`config.mk`:
```
export PLATFORM = sky130hd
export DESIGN_NAME = dmem_arbiter
export DESIGN_NICKNAME = d
export VERILOG_FILES = /design/src/rtl/dmem_arb_pkg.sv /design/src/rtl/dmem_arbiter_rr_pick2.sv /design/src/rtl/dmem_arbiter.sv
export SDC_FILE = /design/constraint.sdc
export NUM_CORES = 1
export LEC_CHECK = 0
export CAP_MARGIN = 25
export CORE_UTILIZATION = 30
export DETAILED_ROUTE_END_ITERATION = 8
export HOLD_SLACK_MARGIN = 0.08
export PLACE_DENSITY = 0.74
export SYNTH_ARGS = -nofsm -noshare
export SYNTH_HDL_FRONTEND = slang
export SYNTH_SLANG_ARGS = --single-unit
```
`constraint.sdc`:
```
create_clock -name clk -period 2.3 [get_ports clk]
set_clock_uncertainty 0.05 [all_clocks]
set_input_delay 0.46 -clock clk [delete_from_list [all_inputs] [get_ports clk]]
set_output_delay 0.46 -clock clk [all_outputs]
set_load 0.02 [all_outputs]
```
`src/rtl/dmem_arb_pkg.sv`:
```
// Shared types and constants for the dmem arbiter.
package dmem_arb_pkg;

  typedef enum logic [1:0] {
    OWN_NONE = 2'd0,
    OWN0     = 2'd1,
    OWN1     = 2'd2
  } owner_t;

  localparam int PORT_CPU     = 0;
  localparam int PORT_LD      = 1;
  localparam int DEF_MAX_HOLD = 4;

  function automatic logic [15:0] sat_inc16(input logic [15:0] v);
    return (v == 16'hFFFF) ? v : v + 16'd1;
  endfunction

endpackage

```
`src/rtl/dmem_arbiter_rr_pick2.sv`:
```
// Combinational 2-way round-robin picker; on contention the port that was not granted last wins.
module rr_pick2 (
  input  logic [1:0] req,
  input  logic       last,
  output logic [1:0] gnt
);

  always_comb begin
    gnt = '0;
    case (req)
      2'b01:   gnt = 2'b01;
      2'b10:   gnt = 2'b10;
      2'b11:   gnt = last ? 2'b01 : 2'b10;
      default: gnt = '0;
    endcase
  end

endmodule

```
`src/rtl/dmem_arbiter.sv`:
```
// Two-port arbiter sharing the single-port dmem between the core (port 0) and the loader (port 1).
// Optional statistics counters are enabled with DMEM_ARB_STATS_EN.
module dmem_arbiter
  import dmem_arb_pkg::*;
#(
  parameter int N        = 16,
  parameter int AW       = 16,
  parameter int MAX_HOLD = DEF_MAX_HOLD
) (
  input  logic          clk,
  input  logic          reset_n,
  input  logic          req0,
  input  logic          we0,
  input  logic          lock0,
  input  logic [AW-1:0] addr0,
  input  logic [N-1:0]  wdata0,
  output logic          gnt0,
  output logic          stall0,
  output logic          rvalid0,
  output logic [N-1:0]  rdata0,
  input  logic          req1,
  input  logic          we1,
  input  logic          lock1,
  input  logic [AW-1:0] addr1,
  input  logic [N-1:0]  wdata1,
  output logic          gnt1,
  output logic          rvalid1,
  output logic [N-1:0]  rdata1,
  output logic [AW-1:0] mem_addr,
  output logic          mem_we,
  output logic [N-1:0]  mem_wdata,
  input  logic [N-1:0]  mem_rdata
`ifdef DMEM_ARB_STATS_EN
  ,
  output logic [15:0]   grant_cnt0,
  output logic [15:0]   grant_cnt1,
  output logic [15:0]   conflict_cnt
`endif
);

  localparam int HW = $clog2(MAX_HOLD + 1);
  localparam logic [HW-1:0] HOLD_MAX = HW'(MAX_HOLD);

  owner_t        owner;
  logic          last;
  logic [HW-1:0] hold_cnt;
  logic [1:0]    req;
  logic [1:0]    rr_gnt;
  logic [1:0]    gnt;

  assign req = {req1, req0};

  rr_pick2 u_rr (
    .req  (req),
    .last (last),
    .gnt  (rr_gnt)
  );

  // Owner keeps the port unless its hold budget is spent while the other side waits.
  always_comb begin
    gnt = rr_gnt;
    if (owner == OWN0 && req0 && (!req1 || hold_cnt < HOLD_MAX))
      gnt = 2'b01;
    else if (owner == OWN1 && req1 && (!req0 || hold_cnt < HOLD_MAX))
      gnt = 2'b10;
    if (!reset_n)
      gnt = '0;
  end

  assign gnt0   = gnt[PORT_CPU];
  assign gnt1   = gnt[PORT_LD];
  assign stall0 = req0 & ~gnt0;

  always_comb begin
    mem_addr  = addr0;
    mem_wdata = wdata0;
    mem_we    = gnt0 & we0;
    if (gnt1) begin
      mem_addr  = addr1;
      mem_wdata = wdata1;
      mem_we    = we1;
    end
    if (!reset_n) begin
      mem_addr  = '0;
      mem_wdata = '0;
      mem_we    = 1'b0;
    end
  end

  always_ff @(posedge clk or negedge reset_n) begin
    if (!reset_n) begin
      owner    <= OWN_NONE;
      last     <= 1'b1;
      hold_cnt <= '0;
      rvalid0  <= 1'b0;
      rvalid1  <= 1'b0;
      rdata0   <= '0;
      rdata1   <= '0;
    end else begin
      if (|gnt)
        last <= gnt1;

      rvalid0 <= gnt0 & ~we0;
      rvalid1 <= gnt1 & ~we1;
      if (gnt0 & ~we0)
        rdata0 <= mem_rdata;
      if (gnt1 & ~we1)
        rdata1 <= mem_rdata;

      // Acquiring grant already counts toward the hold budget if the other side is waiting.
      case (owner)
        OWN_NONE: begin
          if (gnt0 && lock0) begin
            owner    <= OWN0;
            hold_cnt <= req1 ? HW'(1) : '0;
          end else if (gnt1 && lock1) begin
            owner    <= OWN1;
            hold_cnt <= req0 ? HW'(1) : '0;
          end
        end
        OWN0: begin
          if (gnt0 && lock0) begin
            if (req1 && hold_cnt != HOLD_MAX)
              hold_cnt <= hold_cnt + HW'(1);
          end else begin
            owner    <= OWN_NONE;
            hold_cnt <= '0;
          end
        end
        OWN1: begin
          if (gnt1 && lock1) begin
            if (req0 && hold_cnt != HOLD_MAX)
              hold_cnt <= hold_cnt + HW'(1);
          end else begin
            owner    <= OWN_NONE;
            hold_cnt <= '0;
          end
        end
        default: begin
          owner    <= OWN_NONE;
          hold_cnt <= '0;
        end
      endcase
    end
  end

`ifdef DMEM_ARB_STATS_EN
  always_ff @(posedge clk or negedge reset_n) begin
    if (!reset_n) begin
      grant_cnt0   <= '0;
      grant_cnt1   <= '0;
      conflict_cnt <= '0;
    end else begin
      if (gnt0)
        grant_cnt0 <= sat_inc16(grant_cnt0);
      if (gnt1)
        grant_cnt1 <= sat_inc16(grant_cnt1);
      if (req0 && req1)
        conflict_cnt <= sat_inc16(conflict_cnt);
    end
  end
`endif

endmodule

```
==> flow_summary.toml, run 1 <==
[place]
dp_slack_ps = -801
portBuffers = 157
place_area_sq_mm = 0.00436
placedCellCount = 513
hpwl_mm = 5.76
gp_congestion = 0.818

[power]
p_per_area_mw_per_mm2 = 624
switching_share_pct = 32.3
clkPwrFrac_pct = 19.5
p_comb_share_pct = 48.8
p_switching_mw = 0.976
seqPwrFrac_pct = 31.6
intPower_mw = 2.05
peakVddDrop_v = 0.000280
p_leak_nw = 2.08

[cts]
clock_sinks = 40
htree_levels = 2
clockBufferDepth = 2
cts_tree = "done"
root_buffer = "clkbuf_8"
cts_buffers = 5
insertion_delay_ps = 280
clk_pin_slew_ps = 80

[sta]
drv_slew = 0
slew_headroom_pct = 76.2
period_share_pct = 108
worst_pin_slew_ps = 357
worst_hold_slack_ps = 127
report.final.setup_viol = 50
max_clock_freq_mhz = 404
grt_setup_unrepaired = "true"
final.min_clock_period_ps = 2480
fin_ws_ps = -178
finalHoldViolations = 0

[worst_setup_path]
max_stage_delay_ps = 300
crit_type = "input pin to output port"
crit_slowest_cell = "a221oi_4"
crit_chain = "dlygate4sd2_1 -> and2_1 -> a221oi_4 -> buf_12 -> buf_12 -> nand2_1 -> a21boi_2 -> buf_6"
cp_top_family = "buffers and inverters"
reg2reg_from = "last"
cp.required_ps = 1790
cp_max_fo = 9
crit_top_cell = "buf_12"
cp_num_buf_inv = 4
startpoint_type = "input pin"
cp-startpoint = "req0"
arrival_ps = 1970
critPathCaptureType = "output port"

[global_route]
grt_pass1_vias = 2454
grt_first_pass_wirelength_mm = 12.1
track_usage_pct = 18.2
antenna_found_initial = 0
grt-ovfl-total = 0
grt_max_degree = 33

[detailed_routing]
wl_per_cell_um = 15.4
vias_per_cell = 4.77
dr_wl_met2_mm = 4.23
drt-met1-wl_mm = 3.48
ant_nets = 0
num_vias = 2539
drt-initial-drc-count = 53
dr.max_layer_used = "met4"
drt_pass1_iterations = 4
wl_met3_um = 450
drt_wl_total_mm = 8.21
drc_errors = 0

[yosys]
ys_ff_latch = 40
synth.net_count = 333
syn_area_sq_mm = 0.00238
yosysWarnings = 0
syn_inst = 243
synth_edf_count = 0
async_flop_share_pct = 100
avgSynthCellArea_sq_um = 9.79
ys_seq_area_share_pct = 42.1
synth.distinct_cells = 43
synth_ff_type = "dfrtp_1"

[run_status]
violations = "negative setup slack"
status = "complete, but fails checks"

[layout]
final_util_pct = 63.0
diodes = 0
syn_to_final_growth_pct = 104
drive_above_1_share_pct = 37.4
final_cell_area_sq_mm = 0.00484
final_cells = 532
fin_nets = 519

[die]
start_util_pct = 30.9
die_w_um = 91.0
die_area_sq_mm = 0.00829
io_pins = 158
die_h_um = 91.0
rows = 32
coreArea_sq_mm = 0.00769

[min_path]
hp-class = "input pin to async pin"

[run]
drv_cap = 0
==> metrics by stage <==
step | setup TNS, ps | total power [mW]
2_1_floorplan | 0 | 1.58
3_3_place_gp | -35690 | 2.27
3_5_place_dp | -37930 | 2.29
4_1_cts | -4090 | 2.92
5_1_grt | -8750 | 3.17
6_report | -5210 | 3.02
==> cell type report <==
cell class	instances	area (sq um)
Clock inverter	2	38.8
Fill cell	625	2850
Sequential cell	40	1000
Timing Repair Buffer	196	2050
Inverter	7	26.3
Tap cell	102	128
Clock buffer	6	82.6
Multi-Input combinational cell	179	1510
==> kinds of logic (layout without fill, tap and decap cells) <==
group	after synthesis	after routing	synth area share [%]
AND/OR/NAND/NOR	89	89	15.9
AO/OA/AOI/OAI	54	54	17.6
flip-flops	40	40	42.1
multiplexers	34	34	17.5
buffers and inverters	24	211	5.84
adder cells (fa/ha/maj)	2	2	1.05
==> synth_stat cells, drive strengths merged (3+ instances only) <==
| cell | n | area share (%) |
|---|---|---|
| a21boi | 32 | 10 |
| a32oi | 3 | 1.1 |
| and2 | 3 | 0.84 |
| buf | 9 | 3.3 |
| clkbuf | 8 | 1.4 |
| dfrtp | 39 | 41 |
| inv | 6 | 0.95 |
| mux2 | 33 | 17 |
| nand2 | 72 | 11 |
| nand3 | 3 | 0.63 |
| nor2 | 3 | 0.47 |
| o21ai | 5 | 1.1 |
| o21bai | 3 | 1.1 |
==> registers in the layout (all words and copies together), names as in the netlist <==
register  flops
last          1
owner         2
hold_cnt      3
rdata0       16
rvalid1       1
rvalid0       1
rdata1       16
==> power groups by stage <==
stage | Sequential (mW) | Combinational, mW | Clock, mW
4_1_cts | 0.956 | 1.35 | 0.610
3_5_place_dp | 0.968 | 1.32 | 0
2_1_floorplan | 1.15 | 0.426 | 0
3_3_place_gp | 0.962 | 1.30 | 0
5_1_grt | 0.980 | 1.56 | 0.633
6_report | 0.956 | 1.48 | 0.590
==> cell usage in the layout (no fill, tap or decap), drive strengths merged, types with 2 or more instances in the layout <==
cell type,instances
o21ai,5
a21boi,32
nand2b,2
dlygate4sd2,3
a21oi,2
inv,6
clkinv,2
buf,69
nor3,2
a32oi,3
clkdlybuf4s50,119
clkbuf,11
nand3,3
o21bai,3
nand2,72
mux2,33
nor2,3
and2,3
dfrtp,39
ha,2
nor2b,2
==> per-layer routing <==
layer	track usage [%]	vias to the layer above
met2	32.6	99
met1	22.7	1233
met4	2.25	0
li1	-	1203
met3	4.61	4
met5	0	-
==> what timing repair did <==
item / CTS / global route
cloned: 1 / 5
buffers inserted: 5 / 2
gates resized for setup: 191 / 52
pin swaps: 2 / 8
setup endpoints to repair: 52 / 52
hold buffers: 0 / 0
==> worst reg2reg max path: stages, from the launching register on <==
cell and delay, ps:
dfstp_2 390, buf_4 140, and2_4 160, a221oi_4 250, buf_12 180, clkbuf_16 150
and2_4 150, buf_4 110, and2b_4 210, buf_6 150, mux2_4 300
==> worst paths after layout <==
check                                    to  slack (ps)  depth (start not counted)
worst max-delay path            mem_addr[0]        -180                          8
worst min-delay path              rdata1[9]         130                          2
worst max register to register    rdata1[8]         -60                         10
worst min register to register   rdata0[11]         430                          1
max in group asynchronous        rdata0[10]        1650                          3
min in group clk                 rdata0[11]         430                          1
Note: power is estimated with default switching activity, not from simulation.
==> run 2, diff against run 1 <==
Settings changed: CORE_UTILIZATION 30 to 36, GPL_TIMING_DRIVEN set to 0, PLACE_DENSITY 0.74 to 0.86.
==> run 2 against run 1 <==
The flow still finishes with violations (negative setup slack). Critical path depth fell by 1. Sequential power barely moved. Maximum frequency down 4.2%. Die area down 16%. Combinational power about the same. Utilization rose by 12 points. Global-route usage rose by 5.6 points. Worst hold slack worse by 41 ps. Via count is 4.3% higher.
==> flow_summary.toml, run 2 (same netlist as run 1, synthesis figures left out) <==
[run]
drv_cap = 0

[global_route]
grt_max_degree = 40
met1_usage_pct = 31.1
met3_usage_pct = 4.87
grt_busiest_layer = "met2"
grt-ovfl-total = 0
antenna_found_initial = 0
grt_pass1_vias = 2603
grt_first_pass_wirelength_mm = 13.3
use_met2_pct = 40.9
track_usage_pct = 23.8

[sta]
drv_slew = 0
max_clock_freq_mhz = 387
fin_ws_ps = -287
grt_setup_unrepaired = "true"
finalHoldViolations = 0
slew_headroom_pct = 71.0
final.min_clock_period_ps = 2590
period_share_pct = 112
worst_pin_slew_ps = 435
report.final.setup_viol = 43

[cts]
clockBufferDepth = 2
root_buffer = "clkbuf_8"
clock_sinks = 40
clk_pin_slew_ps = 80
insertion_delay_ps = 290
htree_levels = 2
cts_tree = "done"
cts_buffers = 5

[worst_setup_path]
crit_slowest_cell = "dfstp_2"
crit_type = "flop to output port"
cp_max_fo = 5
critPathCaptureType = "output port"
max_stage_delay_ps = 580
ff2ff_path_depth = 9
crit_top_cell = "buf_6"
startpoint_type = "flop"
crit_chain = "o21ba_4 -> o31ai_4 -> buf_6 -> buf_6 -> nand2_1 -> a21boi_2 -> buf_4"
cp.required_ps = 1790
arrival_ps = 2080

[power]
clkPwrFrac_pct = 20.1
seqPwrFrac_pct = 31.5
peakVddDrop_v = 0.000569
power.total_mw = 3.03
p_per_area_mw_per_mm2 = 635
p_leak_nw = 2.05
p_switching_mw = 1.02
intPower_mw = 2.01
switching_share_pct = 33.6
p_comb_share_pct = 48.4

[detailed_routing]
ant_nets = 0
drt-initial-drc-count = 87
num_vias = 2649
wl_per_cell_um = 18.0
drc_errors = 0
drt_wl_total_mm = 9.16
drt_pass1_iterations = 4
vias_per_cell = 5.20

[layout]
layout_common_cells = "118 x clkdlybuf4s50_1, 47 x nand2_1, 37 x dfrtp_1, 32 x a21boi_2, 32 x buf_6"
syn_to_final_growth_pct = 101
seq_area_sq_mm = 0.00100
drive_above_1_share_pct = 38.0
final_util_pct = 75.2
multi_input_area_sq_mm = 0.00152
final_common_cell = "clkdlybuf4s50_1"
fill_cells = 410
diodes = 0
reg_top3 = "rdata0 x16, rdata1 x16, hold_cnt x3"
fin_nets = 521

[min_path]
hp-class = "input pin to async pin"

[place]
gp_congestion = 0.863
portBuffers = 156
hpwl_mm = 5.76

[die]
rows = 29
die_area_sq_mm = 0.00694
io_pins = 158
coreArea_sq_mm = 0.00635
die_w_um = 83.3
start_util_pct = 37.5
die_h_um = 83.3

[run_status]
violations = "negative setup slack"
status = "complete, but fails checks"
run 2: final timing paths:
kind / from / slack (ps) / endpoint
hold / removal: reset_n / 90 / rdata1[9]
hold reg to reg: rdata1[13] / 440 / rdata1[13]
max in group asynchronous: reset_n / 1460 / last
setup / recovery: last / -290 / mem_wdata[14]
setup reg to reg: last / -50 / rdata1[7]
min in group clk: rdata1[13] / 440 / rdata1[13]
run 2: area by class of cell:
cell class / instances / area share [%]
Buffer: 16 / 3.85
Clock buffer: 6 / 1.73
Clock inverter: 2 / 0.812
Inverter: 7 / 0.550
Multi-Input combinational cell: 179 / 31.8
Sequential cell: 40 / 21.0
Tap cell: 77 / 2.02
Timing Repair Buffer: 182 / 38.2
run 2: power by group through the flow:
stage	combinational, mW	sequential [mW]	clock (mW)
2_1_floorplan	0.426	1.15	0
5_1_grt	1.54	0.979	0.657
6_report	1.47	0.957	0.609
4_1_cts	1.36	0.955	0.620
3_5_place_dp	1.27	0.969	0
3_3_place_gp	1.25	0.959	0
run 2: worst max-delay path, delay by kind of cell, from the launching register on:
family                 cells  cell delay (ps)
AO/OA/AOI/OAI              3              670
flip-flops                 1              580
AND/OR/NAND/NOR            1               80
buffers and inverters      3              450
run 2: timing repair:
action	4_1_cts	5_1_grt
gates resized for setup	227	60
pin swaps	21	31
endpoints found under the setup margin	71	61
setup buffers	11	9
hold buffers	2	0
endpoints found under the hold margin	39	0
gates cloned	3	1
run 2: metrics by stage:
stage	hold slack, ps	instances	TNS, ps	setup slack (ps)	area [sq um]
after floorplan	114	243	0	42.0	2490
after global placement	416	476	-139460	-2100	4150
after detailed placement	425	476	-57000	-1250	4140
after CTS	84.0	500	-6060	-214	4510
after global routing	83.6	509	-10730	-352	4780
final	86.3	509	-7670	-287	4780
run 2: routing by layer:
metal	part of all wire, %	wire length (um)	vias up
met3	5.5	505	22
met1	41	3730	1296
met4	2.9	263	0
met2	51	4660	128
li1	-	-	1203
met5	0	0	-
